## src/rtl/core_pkg.sv

```systemverilog
// Shared types and constants for the core's program-counter logic.
package core_pkg;

  typedef enum logic [1:0] {
    RUN     = 2'd0,
    HANDLER = 2'd1,
    HALTED  = 2'd2
  } pc_state_t;

  localparam int          XLEN_DEFAULT         = 64;
  localparam int          INST_BYTES_DEFAULT   = 4;
  localparam int          CAUSE_W_DEFAULT      = 4;
  localparam logic [63:0] RESET_VECTOR_DEFAULT = 64'h0;
  localparam logic [63:0] TRAP_VECTOR_DEFAULT  = 64'h100;

  // Cause reported when the selected next PC is not instruction-aligned.
  localparam logic [3:0]  CAUSE_MISALIGNED     = 4'hF;

endpackage

```

## src/rtl/pc_unit_if.sv

```systemverilog
// Control and status bundle between decode/ALU, the PC unit and fetch.
interface pc_unit_if
  import core_pkg::*;
#(
  parameter int XLEN    = XLEN_DEFAULT,
  parameter int CAUSE_W = CAUSE_W_DEFAULT
) ();

  logic               stall;
  logic               branch;
  logic               zero;
  logic               jal;
  logic               jalr;
  logic [XLEN-1:0]    imm;
  logic [XLEN-1:0]    rs1_value;
  logic               trap;
  logic [CAUSE_W-1:0] trap_cause;
  logic               trap_return;

  logic [XLEN-1:0]    pc_current;
  logic [XLEN-1:0]    pc_link;
  logic [XLEN-1:0]    epc;
  logic [CAUSE_W-1:0] cause;
  pc_state_t          state;
  logic               halted;

  // Decode side: drives control and targets, observes the PC and trap status.
  modport master (
    output stall, branch, zero, jal, jalr, imm, rs1_value,
           trap, trap_cause, trap_return,
    input  pc_current, pc_link, epc, cause, state, halted
  );

  // PC unit side.
  modport slave (
    input  stall, branch, zero, jal, jalr, imm, rs1_value,
           trap, trap_cause, trap_return,
    output pc_current, pc_link, epc, cause, state, halted
  );

endinterface

```

## src/rtl/pc_unit_next_sel.sv

```systemverilog
// Combinational next-PC candidate generation, priority mux and alignment check.
module pc_next_sel
  import core_pkg::*;
#(
  parameter int XLEN       = XLEN_DEFAULT,
  parameter int INST_BYTES = INST_BYTES_DEFAULT
) (
  input  logic [XLEN-1:0] pc_i,
  input  logic [XLEN-1:0] imm_i,
  input  logic [XLEN-1:0] rs1_value_i,
  input  logic            branch_i,
  input  logic            zero_i,
  input  logic            jal_i,
  input  logic            jalr_i,
  output logic [XLEN-1:0] seq_o,
  output logic [XLEN-1:0] target_o,
  output logic            misaligned_o
);

  // INST_BYTES is a power of two, so the low bits below it must all be zero.
  localparam logic [XLEN-1:0] ALIGN_MASK = XLEN'(INST_BYTES - 1);
  localparam logic [XLEN-1:0] STEP       = XLEN'(INST_BYTES);

  logic [XLEN-1:0] br;
  logic [XLEN-1:0] jrSum;
  logic [XLEN-1:0] jr;

  assign seq_o = pc_i + STEP;
  assign br    = pc_i + imm_i;
  assign jrSum = rs1_value_i + imm_i;
  assign jr    = {jrSum[XLEN-1:1], 1'b0};

  // Priority: register jump, then PC-relative jump, then taken branch, else fall through.
  always_comb begin
    target_o = seq_o;
    if (jalr_i) begin
      target_o = jr;
    end else if (jal_i) begin
      target_o = br;
    end else if (branch_i && zero_i) begin
      target_o = br;
    end
    misaligned_o = (target_o & ALIGN_MASK) != '0;
  end

endmodule

```

## src/rtl/pc_unit.sv

```systemverilog
// Program counter with jumps, trap entry/return and a run/handler/halted FSM.
module pc_unit
  import core_pkg::*;
#(
  parameter int              XLEN         = XLEN_DEFAULT,
  parameter logic [XLEN-1:0] RESET_VECTOR = XLEN'(RESET_VECTOR_DEFAULT),
  parameter logic [XLEN-1:0] TRAP_VECTOR  = XLEN'(TRAP_VECTOR_DEFAULT),
  parameter int              INST_BYTES   = INST_BYTES_DEFAULT,
  parameter int              CAUSE_W      = CAUSE_W_DEFAULT
) (
  input logic    clock,
  input logic    reset,
  pc_unit_if.slave bus
);

  logic [XLEN-1:0]    pc_q, pc_d;
  logic [XLEN-1:0]    epc_q, epc_d;
  logic [CAUSE_W-1:0] cause_q, cause_d;
  pc_state_t          state_q, state_d;

  logic [XLEN-1:0]    seq;
  logic [XLEN-1:0]    target;
  logic               misaligned;
  logic               fault;

  pc_next_sel #(
    .XLEN       (XLEN),
    .INST_BYTES (INST_BYTES)
  ) u_next_sel (
    .pc_i         (pc_q),
    .imm_i        (bus.imm),
    .rs1_value_i  (bus.rs1_value),
    .branch_i     (bus.branch),
    .zero_i       (bus.zero),
    .jal_i        (bus.jal),
    .jalr_i       (bus.jalr),
    .seq_o        (seq),
    .target_o     (target),
    .misaligned_o (misaligned)
  );

  // A misaligned target behaves exactly like an external trap request.
  assign fault = bus.trap | misaligned;

  // Next-state logic: faults beat stall, stall beats return and normal steering.
  always_comb begin
    pc_d    = pc_q;
    epc_d   = epc_q;
    cause_d = cause_q;
    state_d = state_q;
    unique case (state_q)
      RUN: begin
        if (fault) begin
          epc_d   = pc_q;
          cause_d = bus.trap ? bus.trap_cause : CAUSE_W'(CAUSE_MISALIGNED);
          pc_d    = TRAP_VECTOR;
          state_d = HANDLER;
        end else if (!bus.stall) begin
          pc_d = target;
        end
      end
      HANDLER: begin
        if (fault) begin
          state_d = HALTED;
        end else if (bus.stall) begin
          pc_d = pc_q;
        end else if (bus.trap_return) begin
          pc_d    = epc_q;
          state_d = RUN;
        end else begin
          pc_d = target;
        end
      end
      HALTED: begin
        state_d = HALTED;
      end
      default: begin
        state_d = HALTED;
      end
    endcase
  end

  // State register with synchronous reset taking precedence over everything.
  always_ff @(posedge clock) begin
    if (reset) begin
      pc_q    <= RESET_VECTOR;
      epc_q   <= '0;
      cause_q <= '0;
      state_q <= RUN;
    end else begin
      pc_q    <= pc_d;
      epc_q   <= epc_d;
      cause_q <= cause_d;
      state_q <= state_d;
    end
  end

  assign bus.pc_current = pc_q;
  assign bus.pc_link    = seq;
  assign bus.epc        = epc_q;
  assign bus.cause      = cause_q;
  assign bus.state      = state_q;
  assign bus.halted     = (state_q == HALTED);

endmodule
```

## src/flat_wrapper.sv

```systemverilog
// flat-port wrapper written by rule: the top's interface ports become plain ports
module pc_unit_flat import core_pkg::*;
#(
  parameter int              XLEN         = XLEN_DEFAULT,
  parameter logic [XLEN-1:0] RESET_VECTOR = XLEN'(RESET_VECTOR_DEFAULT),
  parameter logic [XLEN-1:0] TRAP_VECTOR  = XLEN'(TRAP_VECTOR_DEFAULT),
  parameter int              INST_BYTES   = INST_BYTES_DEFAULT,
  parameter int              CAUSE_W      = CAUSE_W_DEFAULT
)
  (clock, reset, bus_stall, bus_branch, bus_zero, bus_jal, bus_jalr, bus_imm, bus_rs1_value, bus_trap, bus_trap_cause, bus_trap_return, bus_pc_current, bus_pc_link, bus_epc, bus_cause, bus_state, bus_halted);
  pc_unit_if #(.XLEN(XLEN), .CAUSE_W(CAUSE_W)) bus_i ();
  input logic clock;
  input logic reset;
  input wire logic [$bits(bus_i.stall)-1:0] bus_stall;
  input wire logic [$bits(bus_i.branch)-1:0] bus_branch;
  input wire logic [$bits(bus_i.zero)-1:0] bus_zero;
  input wire logic [$bits(bus_i.jal)-1:0] bus_jal;
  input wire logic [$bits(bus_i.jalr)-1:0] bus_jalr;
  input wire logic [$bits(bus_i.imm)-1:0] bus_imm;
  input wire logic [$bits(bus_i.rs1_value)-1:0] bus_rs1_value;
  input wire logic [$bits(bus_i.trap)-1:0] bus_trap;
  input wire logic [$bits(bus_i.trap_cause)-1:0] bus_trap_cause;
  input wire logic [$bits(bus_i.trap_return)-1:0] bus_trap_return;
  output wire logic [$bits(bus_i.pc_current)-1:0] bus_pc_current;
  output wire logic [$bits(bus_i.pc_link)-1:0] bus_pc_link;
  output wire logic [$bits(bus_i.epc)-1:0] bus_epc;
  output wire logic [$bits(bus_i.cause)-1:0] bus_cause;
  output wire logic [$bits(bus_i.state)-1:0] bus_state;
  output wire logic [$bits(bus_i.halted)-1:0] bus_halted;
  assign bus_i.stall = bus_stall;
  assign bus_i.branch = bus_branch;
  assign bus_i.zero = bus_zero;
  assign bus_i.jal = bus_jal;
  assign bus_i.jalr = bus_jalr;
  assign bus_i.imm = bus_imm;
  assign bus_i.rs1_value = bus_rs1_value;
  assign bus_i.trap = bus_trap;
  assign bus_i.trap_cause = bus_trap_cause;
  assign bus_i.trap_return = bus_trap_return;
  assign bus_pc_current = bus_i.pc_current;
  assign bus_pc_link = bus_i.pc_link;
  assign bus_epc = bus_i.epc;
  assign bus_cause = bus_i.cause;
  assign bus_state = bus_i.state;
  assign bus_halted = bus_i.halted;
  pc_unit #(.XLEN(XLEN), .RESET_VECTOR(RESET_VECTOR), .TRAP_VECTOR(TRAP_VECTOR), .INST_BYTES(INST_BYTES), .CAUSE_W(CAUSE_W)) u_core (.clock(clock), .reset(reset), .bus(bus_i));
endmodule
```

## config.mk

```make
export PLATFORM = sky130hd
export DESIGN_NAME = pc_unit_flat
export DESIGN_NICKNAME = d
export VERILOG_FILES = /design/src/rtl/core_pkg.sv /design/src/rtl/pc_unit_if.sv /design/src/rtl/pc_unit_next_sel.sv /design/src/rtl/pc_unit.sv /design/src/flat_wrapper.sv
export SDC_FILE = /design/constraint.sdc
export NUM_CORES = 1
export LEC_CHECK = 0
export CELL_PAD_IN_SITES_DETAIL_PLACEMENT = 0
export CELL_PAD_IN_SITES_GLOBAL_PLACEMENT = 2
export CORE_MARGIN = 5
export CORE_UTILIZATION = 31
export CTS_CLUSTER_SIZE = 24
export DETAILED_ROUTE_END_ITERATION = 16
export MAX_ROUTING_LAYER = met4
export PLACE_DENSITY = 0.95
export SLEW_MARGIN = 20
export SYNTH_ARGS = -nofsm -noshare
export SYNTH_HDL_FRONTEND = slang
export SYNTH_SLANG_ARGS = --single-unit
export TNS_END_PERCENT = 10
```

## constraint.sdc

```tcl
create_clock -name clock -period 9.55 [get_ports clock]
set_input_delay 1.91 -clock clock [delete_from_list [all_inputs] [get_ports clock]]
set_output_delay 1.91 -clock clock [all_outputs]
set_load 0.05 [all_outputs]
```

==> flow_metrics.env <==
export IMPL_grt_pass1_vias=17300
export IMPL_crit_end="bus_pc_link[63]"
export IMPL_worst_path_max_fanout=7
export IMPL_clk_pin_slew_worst_paths_ns=0.07
export IMPL_synthCells=2181
export IMPL_tightestPinTransition_ns=1.15
export IMPL_cts_resized=0
export IMPL_grt_max_degree=69
export IMPL_p_int_mw=1.69
export IMPL_p_comb_frac=0.566
export IMPL_min_period_ns=6.33
export IMPL_clock_sinks=134
export IMPL_relSlewSlack=0.235
export IMPL_p_total_mw=3.48
export IMPL_hold_path_class="register to register"
export IMPL_die_area_um2=53100
export IMPL_r2r_slack_ns=5.18
export IMPL_vdd_drop_max_uv=122
export IMPL_ioPinCount=340
export IMPL_gr_total_overflow=0
export IMPL_timing_rr_end="u_core.bus.pc_current[61]$_SDFFE_PP0P_"
export IMPL_n_antenna_cell=0
export IMPL_startpoint="u_core.bus.pc_current[32]$_SDFFE_PP0P_"
export IMPL_powerDensity_nw_per_um2=179
export IMPL_start_util=0.314
export IMPL_arrival_ns=4.42
export IMPL_fillerInstances=5056
export IMPL_max_stage_delay_ns=0.88
export IMPL_clk_latency_ns=0.50
export IMPL_postCtsSetupBuffers=0
export IMPL_synthTopCellsByArea="dfxtp_1 (18%), ha_1 (10%), a21oi_1 (9.9%)"
export IMPL_track_usage=0.285
export IMPL_crit_type="register to primary output"
export IMPL_port_buffers=339
export IMPL_avgRoutedWirePerCell_um=25.3
export IMPL_yosys_area_top_type_share=0.178
export IMPL_synth_common_cells="nand2_1 (323), a21oi_1 (297), nor2_1 (186)"
export IMPL_setup_violations=0
export IMPL_clk_path_buf_depth=2
export IMPL_finClkSkew_ns=0.0182
export IMPL_placed_area_um2=18800
export IMPL_die_x_um=230
export IMPL_drc=0
export IMPL_grt_pass1_wl_um=113000
export IMPL_cpLargestDelayFamily="simple AND/OR/NAND/NOR gates"
export IMPL_yosys_cell_types_count=86
export IMPL_drive_above_1_share=0.0387
export IMPL_async_flop_share=0
export IMPL_leakagePower_nw=7.39
export IMPL_avgSynthCellArea_um2=6.91
export IMPL_cts_root_buf="clkbuf_16"
export IMPL_die_y_um=230
export IMPL_holdBufCountCts=0
export IMPL_synth_area_um2=15100
export IMPL_period_share=0.663
export IMPL_p_seq_frac=0.220
export IMPL_crit_chain="nand4_1, nor3_1, nand4_1, nor2_1, nand2_1, nor2_1, xor2_1, clkdlybuf4s50_1"
export IMPL_yosys_area_top_type="dfxtp_1"
export IMPL_r2r_start="u_core.bus.pc_current[0]$_SDFFE_PP0P_"
export IMPL_cp_end_kind="primary output"
export IMPL_drtIter0Drc=1744
export IMPL_status="finished clean"
export IMPL_cp_required_ns=7.64
export IMPL_design_core_area_um2=47900
export IMPL_pwr_share_clk=0.213
export IMPL_path_buf_inv=1
export IMPL_final_hold_viol_count=0
export IMPL_synth_edff_count=0
export IMPL_cts_tree="yes"
export IMPL_synth_net_count=2450
export IMPL_routed_wl_um=77000
export IMPL_yosysWarnings=0
export IMPL_fin_nets=2684
export IMPL_cts_buffers=17
export IMPL_reg2reg_depth=12
export IMPL_slew_violations=0
export IMPL_crit_slowest_cell="clkdlybuf4s50_1"
export IMPL_drv_cap=0
export IMPL_fmax_mhz=158
export IMPL_rsz0062_at_grt="no"
export IMPL_row_count=80
export IMPL_path_depth=8
export IMPL_ant_nets=0
export IMPL_synth_ff_type="dfxtp_1"
export IMPL_yosysSeqAreaShare=0.178
export IMPL_dr_pass1_iters=6
export IMPL_yosysMostFrequentCell="nand2_1"
export IMPL_antenna_found_initial=0
export IMPL_ys_ff_latch=134
export IMPL_htree_levels=4
export IMPL_switching_power_mw=1.79
export IMPL_place_congestion=0.962
export IMPL_p_sw_frac=0.515
export IMPL_routed_via_density=5.94
export IMPL_detailed_place_hpwl_um=59500
export IMPL_fin_tns_setup_ns=0
export IMPL_start_kind="register"
export IMPL_design_area_um2=19400
export IMPL_synthToLayoutAreaGrowth_pct=28.8
export IMPL_vias=18067
-- cells in the final DEF, fill, tap and decap left out, types with 7 or more instances in the layout --
| cell | n |
|---|---|
| clkdlybuf4s50_1 | 337 |
| mux2i_1 | 11 |
| nand2b_1 | 9 |
| or2_2 | 7 |
| a21oi_1 | 296 |
| a221oi_1 | 33 |
| xnor2_1 | 109 |
| o211ai_1 | 19 |
| or4_1 | 7 |
| o22ai_1 | 9 |
| and2_1 | 10 |
| dfxtp_1 | 134 |
| nand2_1 | 322 |
| nand4_1 | 65 |
| nor2_1 | 185 |
| xor2_1 | 57 |
| a22oi_1 | 9 |
| buf_4 | 18 |
| inv_1 | 42 |
| a31oi_1 | 17 |
| nor4_1 | 7 |
| ha_1 | 126 |
| o21ai_0 | 121 |
| nor3_1 | 61 |
| nand3_1 | 45 |
| or3_1 | 16 |
| o21bai_1 | 28 |
| o31ai_1 | 11 |
| and3_1 | 31 |
| nor2b_1 | 12 |
| a211oi_1 | 43 |
| o21ai_1 | 13 |
| clkbuf_16 | 17 |
| o21a_1 | 14 |
| a21o_1 | 57 |
-- sequential cells by signal, indices dropped and copies added (netlist names) --
name and cells:
u_core.bus.state 2, u_core.bus.epc 64, u_core.bus.pc_current 64, u_core.bus.cause 4
-- how the worst min path moves through the flow --
stage                                         start                         endpoint  cells past startpoint
detailed placement  u_core.bus.epc[57]$_SDFFE_PP0P_  u_core.bus.epc[57]$_SDFFE_PP0P_                      2
CTS                 u_core.bus.epc[57]$_SDFFE_PP0P_  u_core.bus.epc[57]$_SDFFE_PP0P_                      2
global route        u_core.bus.epc[57]$_SDFFE_PP0P_  u_core.bus.epc[57]$_SDFFE_PP0P_                      2
global placement    u_core.bus.epc[10]$_SDFFE_PP0P_  u_core.bus.epc[10]$_SDFFE_PP0P_                      2
floorplan           u_core.bus.epc[23]$_SDFFE_PP0P_  u_core.bus.epc[23]$_SDFFE_PP0P_                      2
finish              u_core.bus.epc[57]$_SDFFE_PP0P_  u_core.bus.epc[57]$_SDFFE_PP0P_                      2
-- per-stage QoR --
step / setup WS (ns) / hold WS, ns / std cells / util
floorplan: 4.64 / 0.682 / 2181 / -
global placement: 3.30 / 0.459 / 3011 / 0.392
detailed placement: 3.26 / 0.462 / 3011 / 0.392
CTS: 3.28 / 0.473 / 3043 / 0.405
global route: 3.10 / 0.485 / 3043 / 0.405
finish: 3.22 / 0.475 / 3043 / 0.405
-- tightest hold or removal path, stage by stage (launching register included) --
cell	delay, ns
dfxtp_1	0.32
nand2_1	0.05
a21oi_1	0.05
-- final cells by class --
type	count	area, um^2	area share
Multi-Input combinational cell	1864	11700	0.601
Tap cell	615	769	0.0397
Timing Repair Buffer	356	3510	0.181
Inverter	42	158	0.00812
Sequential cell	134	2680	0.138
Clock inverter	14	179	0.00922
Clock buffer	18	439	0.0226
-- power by group through the flow --
stage	clock (mW)	combinational, mW	sequential [mW]
after detailed placement	0	1.94	0.774
after global placement	0	1.94	0.771
after CTS	0.757	1.95	0.761
final	0.742	1.97	0.766
after global routing	0.777	2.09	0.774
after floorplan	0	1.07	0.945
-- cell families after synthesis --
logic type,share of synthesized area
AND/OR/NAND/NOR,0.247
buffers and inverters,0.0496
multiplexers,0.00905
XOR/XNOR,0.0965
adder cells (fa/ha/maj),0.107
flip-flops,0.178
AO/OA/AOI/OAI,0.312
-- layer usage --
metal,part of all wire,GRT usage
met1,0.45,0.388
met2,0.45,0.442
met3,0.069,0.0461
met4,0.025,0.0790
met5,0,-
Power figures use the tool's default switching activity.
